**src/rtl/uart_tx_pkg.sv**
```systemverilog
// Shared types and constants for the parametrised UART transmitter.
// Define UART_TX_PARITY_EN to build the optional parity stage.
package uart_tx_pkg;

  typedef enum logic [2:0] {
    IDLE,
    START,
    DATA,
    PARITY,
    STOP
  } tx_state_e;

  localparam logic PAR_EVEN = 1'b0;
  localparam logic PAR_ODD  = 1'b1;

  localparam logic STOP_ONE = 1'b0;
  localparam logic STOP_TWO = 1'b1;

endpackage

```
**src/rtl/uart_tx_bit_timer.sv**
```systemverilog
// Bit-period down-counter: load restarts a period, bit_end marks its last clock.
module uart_tx_bit_timer #(
  parameter int CLKS_PER_BIT = 1
) (
  input  logic gclk,
  input  logic grst_n,
  input  logic en,
  input  logic load,
  output logic bit_end
);

  localparam int CNT_W = (CLKS_PER_BIT > 1) ? $clog2(CLKS_PER_BIT) : 1;
  localparam logic [CNT_W-1:0] RELOAD = CNT_W'(CLKS_PER_BIT - 1);

  logic [CNT_W-1:0] cnt_q;

  always_ff @(posedge gclk) begin
    if (!grst_n)                   cnt_q <= '0;
    else if (load)                 cnt_q <= RELOAD;
    else if (en && cnt_q != '0)    cnt_q <= cnt_q - 1'b1;
  end

  assign bit_end = en && (cnt_q == '0);

endmodule

```
**src/rtl/uart_tx_param.sv**
```systemverilog
// Parametrised UART transmitter: start, LSB-first data, optional parity, 1/2 stop bits.
// Parity stage present only when UART_TX_PARITY_EN is defined.
module uart_tx_param
  import uart_tx_pkg::*;
#(
  parameter int DATA_WIDTH   = 8,
  parameter int CLKS_PER_BIT = 1
) (
  input  logic                  CLK,
  input  logic                  RST,
  input  logic [DATA_WIDTH-1:0] P_DATA,
  input  logic                  DATA_VALID,
  input  logic                  PAR_EN,
  input  logic                  PAR_TYP,
  input  logic                  STOP_BITS,
  output logic                  TX_OUT,
  output logic                  BUSY,
  output logic                  DONE
);

  localparam int IDX_W = $clog2(DATA_WIDTH);
  localparam logic [IDX_W-1:0] IDX_LAST = IDX_W'(DATA_WIDTH - 1);

  tx_state_e             state_q, state_d;
  logic [IDX_W-1:0]      idx_q, idx_d, idx_nxt;
  logic [DATA_WIDTH-1:0] sh_data;
  logic                  sh_stop;
  logic                  stop2_q, stop2_d;
  logic                  tx_q, tx_d;
  logic                  busy_q, busy_d;
  logic                  done_q, done_d;
  logic                  load, cap, bit_end;

`ifdef UART_TX_PARITY_EN
  logic sh_pe, sh_pt, par_bit;
  assign par_bit = (sh_pt == PAR_EVEN) ? ^sh_data : ~^sh_data;
`else
  logic unused_par;
  assign unused_par = PAR_EN ^ PAR_TYP;
`endif

  assign idx_nxt = idx_q + 1'b1;

  uart_tx_bit_timer #(.CLKS_PER_BIT(CLKS_PER_BIT)) u_timer (
    .gclk    (CLK),
    .grst_n  (RST),
    .en      (state_q != IDLE),
    .load    (load),
    .bit_end (bit_end)
  );

  always_ff @(posedge CLK) begin
    if (!RST) begin
      state_q <= IDLE;
      idx_q   <= '0;
      stop2_q <= 1'b0;
      tx_q    <= 1'b1;
      busy_q  <= 1'b0;
      done_q  <= 1'b0;
      sh_data <= '0;
      sh_stop <= STOP_ONE;
`ifdef UART_TX_PARITY_EN
      sh_pe   <= 1'b0;
      sh_pt   <= PAR_EVEN;
`endif
    end else begin
      state_q <= state_d;
      idx_q   <= idx_d;
      stop2_q <= stop2_d;
      tx_q    <= tx_d;
      busy_q  <= busy_d;
      done_q  <= done_d;
      // Frame is defined entirely by what was presented at the accept edge
      if (cap) begin
        sh_data <= P_DATA;
        sh_stop <= STOP_BITS;
`ifdef UART_TX_PARITY_EN
        sh_pe   <= PAR_EN;
        sh_pt   <= PAR_TYP;
`endif
      end
    end
  end

  // Outputs are computed one edge ahead so TX_OUT changes exactly on bit boundaries
  always_comb begin
    state_d = state_q;
    idx_d   = idx_q;
    stop2_d = stop2_q;
    tx_d    = tx_q;
    busy_d  = busy_q;
    done_d  = 1'b0;
    load    = 1'b0;
    cap     = 1'b0;
    case (state_q)
      IDLE: begin
        tx_d   = 1'b1;
        busy_d = 1'b0;
        if (DATA_VALID && !busy_q) begin
          cap     = 1'b1;
          load    = 1'b1;
          state_d = START;
          tx_d    = 1'b0;
          busy_d  = 1'b1;
        end
      end
      START: if (bit_end) begin
        load    = 1'b1;
        state_d = DATA;
        idx_d   = '0;
        tx_d    = sh_data[0];
      end
      DATA: if (bit_end) begin
        load = 1'b1;
        if (idx_q == IDX_LAST) begin
`ifdef UART_TX_PARITY_EN
          if (sh_pe) begin
            state_d = PARITY;
            tx_d    = par_bit;
          end else
`endif
          begin
            state_d = STOP;
            stop2_d = 1'b0;
            tx_d    = 1'b1;
          end
        end else begin
          idx_d = idx_nxt;
          tx_d  = sh_data[idx_nxt];
        end
      end
`ifdef UART_TX_PARITY_EN
      PARITY: if (bit_end) begin
        load    = 1'b1;
        state_d = STOP;
        stop2_d = 1'b0;
        tx_d    = 1'b1;
      end
`endif
      STOP: if (bit_end) begin
        if (sh_stop == STOP_TWO && !stop2_q) begin
          load    = 1'b1;
          stop2_d = 1'b1;
        end else begin
          state_d = IDLE;
          tx_d    = 1'b1;
          busy_d  = 1'b0;
          done_d  = 1'b1;
        end
      end
      default: begin
        state_d = IDLE;
        tx_d    = 1'b1;
        busy_d  = 1'b0;
      end
    endcase
  end

  assign TX_OUT = tx_q;
  assign BUSY   = busy_q;
  assign DONE   = done_q;

endmodule

```
**config.mk**
```make
export PLATFORM = sky130hd
export DESIGN_NAME = uart_tx_param
export DESIGN_NICKNAME = d
export VERILOG_FILES = /design/src/rtl/uart_tx_pkg.sv /design/src/rtl/uart_tx_bit_timer.sv /design/src/rtl/uart_tx_param.sv
export SDC_FILE = /design/constraint.sdc
export NUM_CORES = 1
export LEC_CHECK = 0
export CAP_MARGIN = 40
export CELL_PAD_IN_SITES_DETAIL_PLACEMENT = 0
export CELL_PAD_IN_SITES_GLOBAL_PLACEMENT = 1
export CORE_MARGIN = 3
export CORE_UTILIZATION = 41
export CTS_CLUSTER_SIZE = 12
export DETAILED_ROUTE_END_ITERATION = 6
export PLACE_DENSITY = 0.8
export SLEW_MARGIN = 20
export SYNTH_ARGS = -nofsm -noshare
export SYNTH_HDL_FRONTEND = slang
export SYNTH_SLANG_ARGS = --single-unit
```
**constraint.sdc**
```tcl
create_clock -name CLK -period 3.8 [get_ports CLK]
set_input_delay 0.76 -clock CLK [delete_from_list [all_inputs] [get_ports CLK]]
set_output_delay 0.76 -clock CLK [all_outputs]
set_load 0.01 [all_outputs]
```
==> impl_results.md <==
- Vert. Die Dim: 54.5 um
- CP Data Arrival Time: 2400 ps
- Clock-pin slew on the worst setup and hold paths: 120 ps
- Die Span X: 54.5 um
- Gpl congestion: 0.825
- Clock network power share: 36.0%
- Gr ovfl total: 0
- Total number of vias: 776
- H-tree Lvls: 1
- LEAKAGE: 0.430 nW
- Combinational power share: 15.3%
- Post-layout util: 56.4%
- Worst setup path startpoint: DATA_VALID
- Rel. slew slack: 53.9%
- Power Total: 0.476 mW
- ANT cells: 0
- ANT nets after route: 0
- Syn_area_per_cell: 9.65 um^2
- Status: finished, final reports clean
- Yosys cell types: 35
- Post-synth net total: 116
- Clk_skew: 6.67 ps
- Post-cts sizing count: 0
- Simple-Gate Fraction of Synth Area: 18.3%
- Maximum VDD drop: 0.209 mV
- Placed Cells incl. Taps: 136
- Share of post-route cells with drive strength above 1: 10.6%
- First-pass GRT wire length: 3310 um
- RSZ-0062 raised after global routing: no
- Ports: 17
- EDFF count, synth: 0
- Residual DRC: 0
- Worst EP required: 3990 ps
- Crit-path cells: clkdlybuf4s50_1 > nand2b_1 > nor4_2 > buf_4 > mux2i_1 > nor2_1
- Filler cells: 203
- Tightest Pin Transition: 686 ps
- Pins over their slew limit: 0
- Largest family of logic cells by synthesized area: simple AND/OR/NAND/NOR gates
- Endpoints failing setup: 0
- Floorplan row count: 16
- Switch share: 22.4%
- Sw Pwr: 0.106 mW
- Top delay family on crit path: buffers and inverters
- Final WL: 1890 um
- Seq/Total Area, Yosys: 41.5%
- PD cells: 405 mW/mm^2
- Placeable Area: 0.00208 mm^2
- Tcrit/Tclk final: 58.2%
- Setup tns final: 0 ps
- CP max stage cell: nor4_2
- CP Launch Type: input pin
- Pre-Repair DR Iteration Count: 4
- Clock Latency Late Sink: 300 ps
- Max Clk Rate: 0.452 GHz
- Bufs and invs on worst path: 2
- Post CTS Setup Buffer Count: 0
- Final hold viol count: 0
- GRT Total Usage: 15.5%
- Placed cell area: 0.00112 mm^2
- Vias in the first global route: 798
- Ys async rst share: 0%
- Initial core utilization: 46.3%
- PortBufs: 14
- Setup CP Type: in -> reg
- Fin crit period: 2210 ps
- Xor and xnor area share after synthesis: 0%
- Critical path endpoint category: flop
- CTS max path bufs: 2
- Adder-cell share of the synthesized area: 2.59%
- Initial antenna violation count: 0
- CTS Hold Bufs: 0
- Pint: 0.369 mW
- Total CTS buffers: 3
- Power share of the sequential group: 48.7%
- DP Wirelength: 1410 um
- MaxCap Viol Count: 0
- CP Max Fanout: 7
- Avg WL per Cell: 13.5 um
- Nets: 130
- Setup slack after layout: 1590 ps
- Drt via density: 5.54
- Layout Cells excl Fill: 140
- Synthesized instance count: 100
- Mux cell area share after synthesis: 16.6%
- Pre-CTS setup slack: 1270 ps
- DR iter-0 viols: 13
- Clk root buf: clkbuf_4
- Synthesis-stage register bit count: 20
- Die area: 0.00297 mm^2
- Top FF cell, synth: dfxtp_1
- Yosys warns: 0
- Area Growth Syn to Fin: 21.8%
- CTS Sinks: 20
- Pin count of the biggest net entering global routing: 19
- HP Class: reg -> reg
- Min Hold Slack: 467 ps
- Crit path largest cell delay: 530 ps
- Post-Layout Inst Area: 0.00117 mm^2
- Synth Cell Area: 965 um^2
- Beginning of the worst hold path: idx_q[1]
- Worst r2r src: idx_q[0]
- CTS tree: built
- Synth Area in Compound Gates: 16.7%
cells in the mapped netlist (all sizes together), types with 2 or more instances:
cell type,instances,area (um^2)
dfxtp,20,400
nor2,14,52.6
mux2i,10,100
a21oi,6,30.0
o21ai,5,28.8
buf,4,22.5
nand2,4,15.0
nor2b,3,18.8
clkbuf,2,7.51
ha,2,25.0
inv,2,7.51
mux4,2,45.0
nand2b,2,12.5
nor3b,2,15.0
nor4,2,12.5
nor4b,2,17.5
o2111ai,2,17.5
o211ai,2,20.0
o21a,2,15.0
flip-flops by register name, indices dropped and copies added (netlist names):
register and count:
stop2_q 1, TX_OUT 1, idx_q 3, sh_data 8
state_q 3, BUSY 1, sh_stop 1, u_timer.cnt_q 1
DONE 1
path summary, 6_finish.rpt:
kind                              endpoint  slack, ps  depth (start not counted)
worst max-delay path            sh_data[4]       1590                          6
worst min register to register    idx_q[1]        470                          2
worst min-delay path              idx_q[1]        470                          2
worst max register to register      TX_OUT       1890                          5
worst min-delay path, cell delays in order, from the launching register on:
cell and delay [ps]:
dfxtp_1 330, nand2_1 50, a21oi_1 50
layout make-up:
class,count,area (um^2),area share (%)
clock buffer,3,22.5,1.92
clock inverter,1,30.0,2.56
inverter,3,11.3,0.958
multi-input combinational,71,529,45.0
sequential,20,400,34.1
tap,27,33.8,2.88
timing repair buffer,15,148,12.6
cell families after synthesis:
group           Yosys count
simple gates             33
compound gates           23
flops                    20
mux                      13
buf+inv                   9
fa+ha+maj                 2
power groups by stage:
stage	registers, mW	clock network [mW]	logic, mW
floorplan	0.232	0	0.0516
global placement	0.236	0	0.0725
detailed placement	0.237	0	0.0736
CTS	0.232	0.178	0.0741
global route	0.234	0.185	0.0811
finish	0.232	0.171	0.0730
metal layers:
metal | routed length [um] | global-route usage (%) | vias up | part of all wire [%]
li1 | - | - | 393 | -
met1 | 953 | 20.1 | 364 | 50
met2 | 831 | 24.9 | 17 | 44
met3 | 88 | 2.45 | 2 | 4.7
met4 | 18 | 7.47 | 0 | 0.95
met5 | 0 | 0 | - | 0
cells in the final DEF (no fill, tap or decap), types with 3 or more instances in the layout:
cell             instances
nand2_1                  4
nor2b_1                  3
a21oi_1                  6
clkdlybuf4s50_1         14
clkbuf_4                 3
o21ai_0                  3
nor2_1                  14
dfxtp_1                 20
mux2i_1                 10
Note: power is estimated with default switching activity, not from simulation.
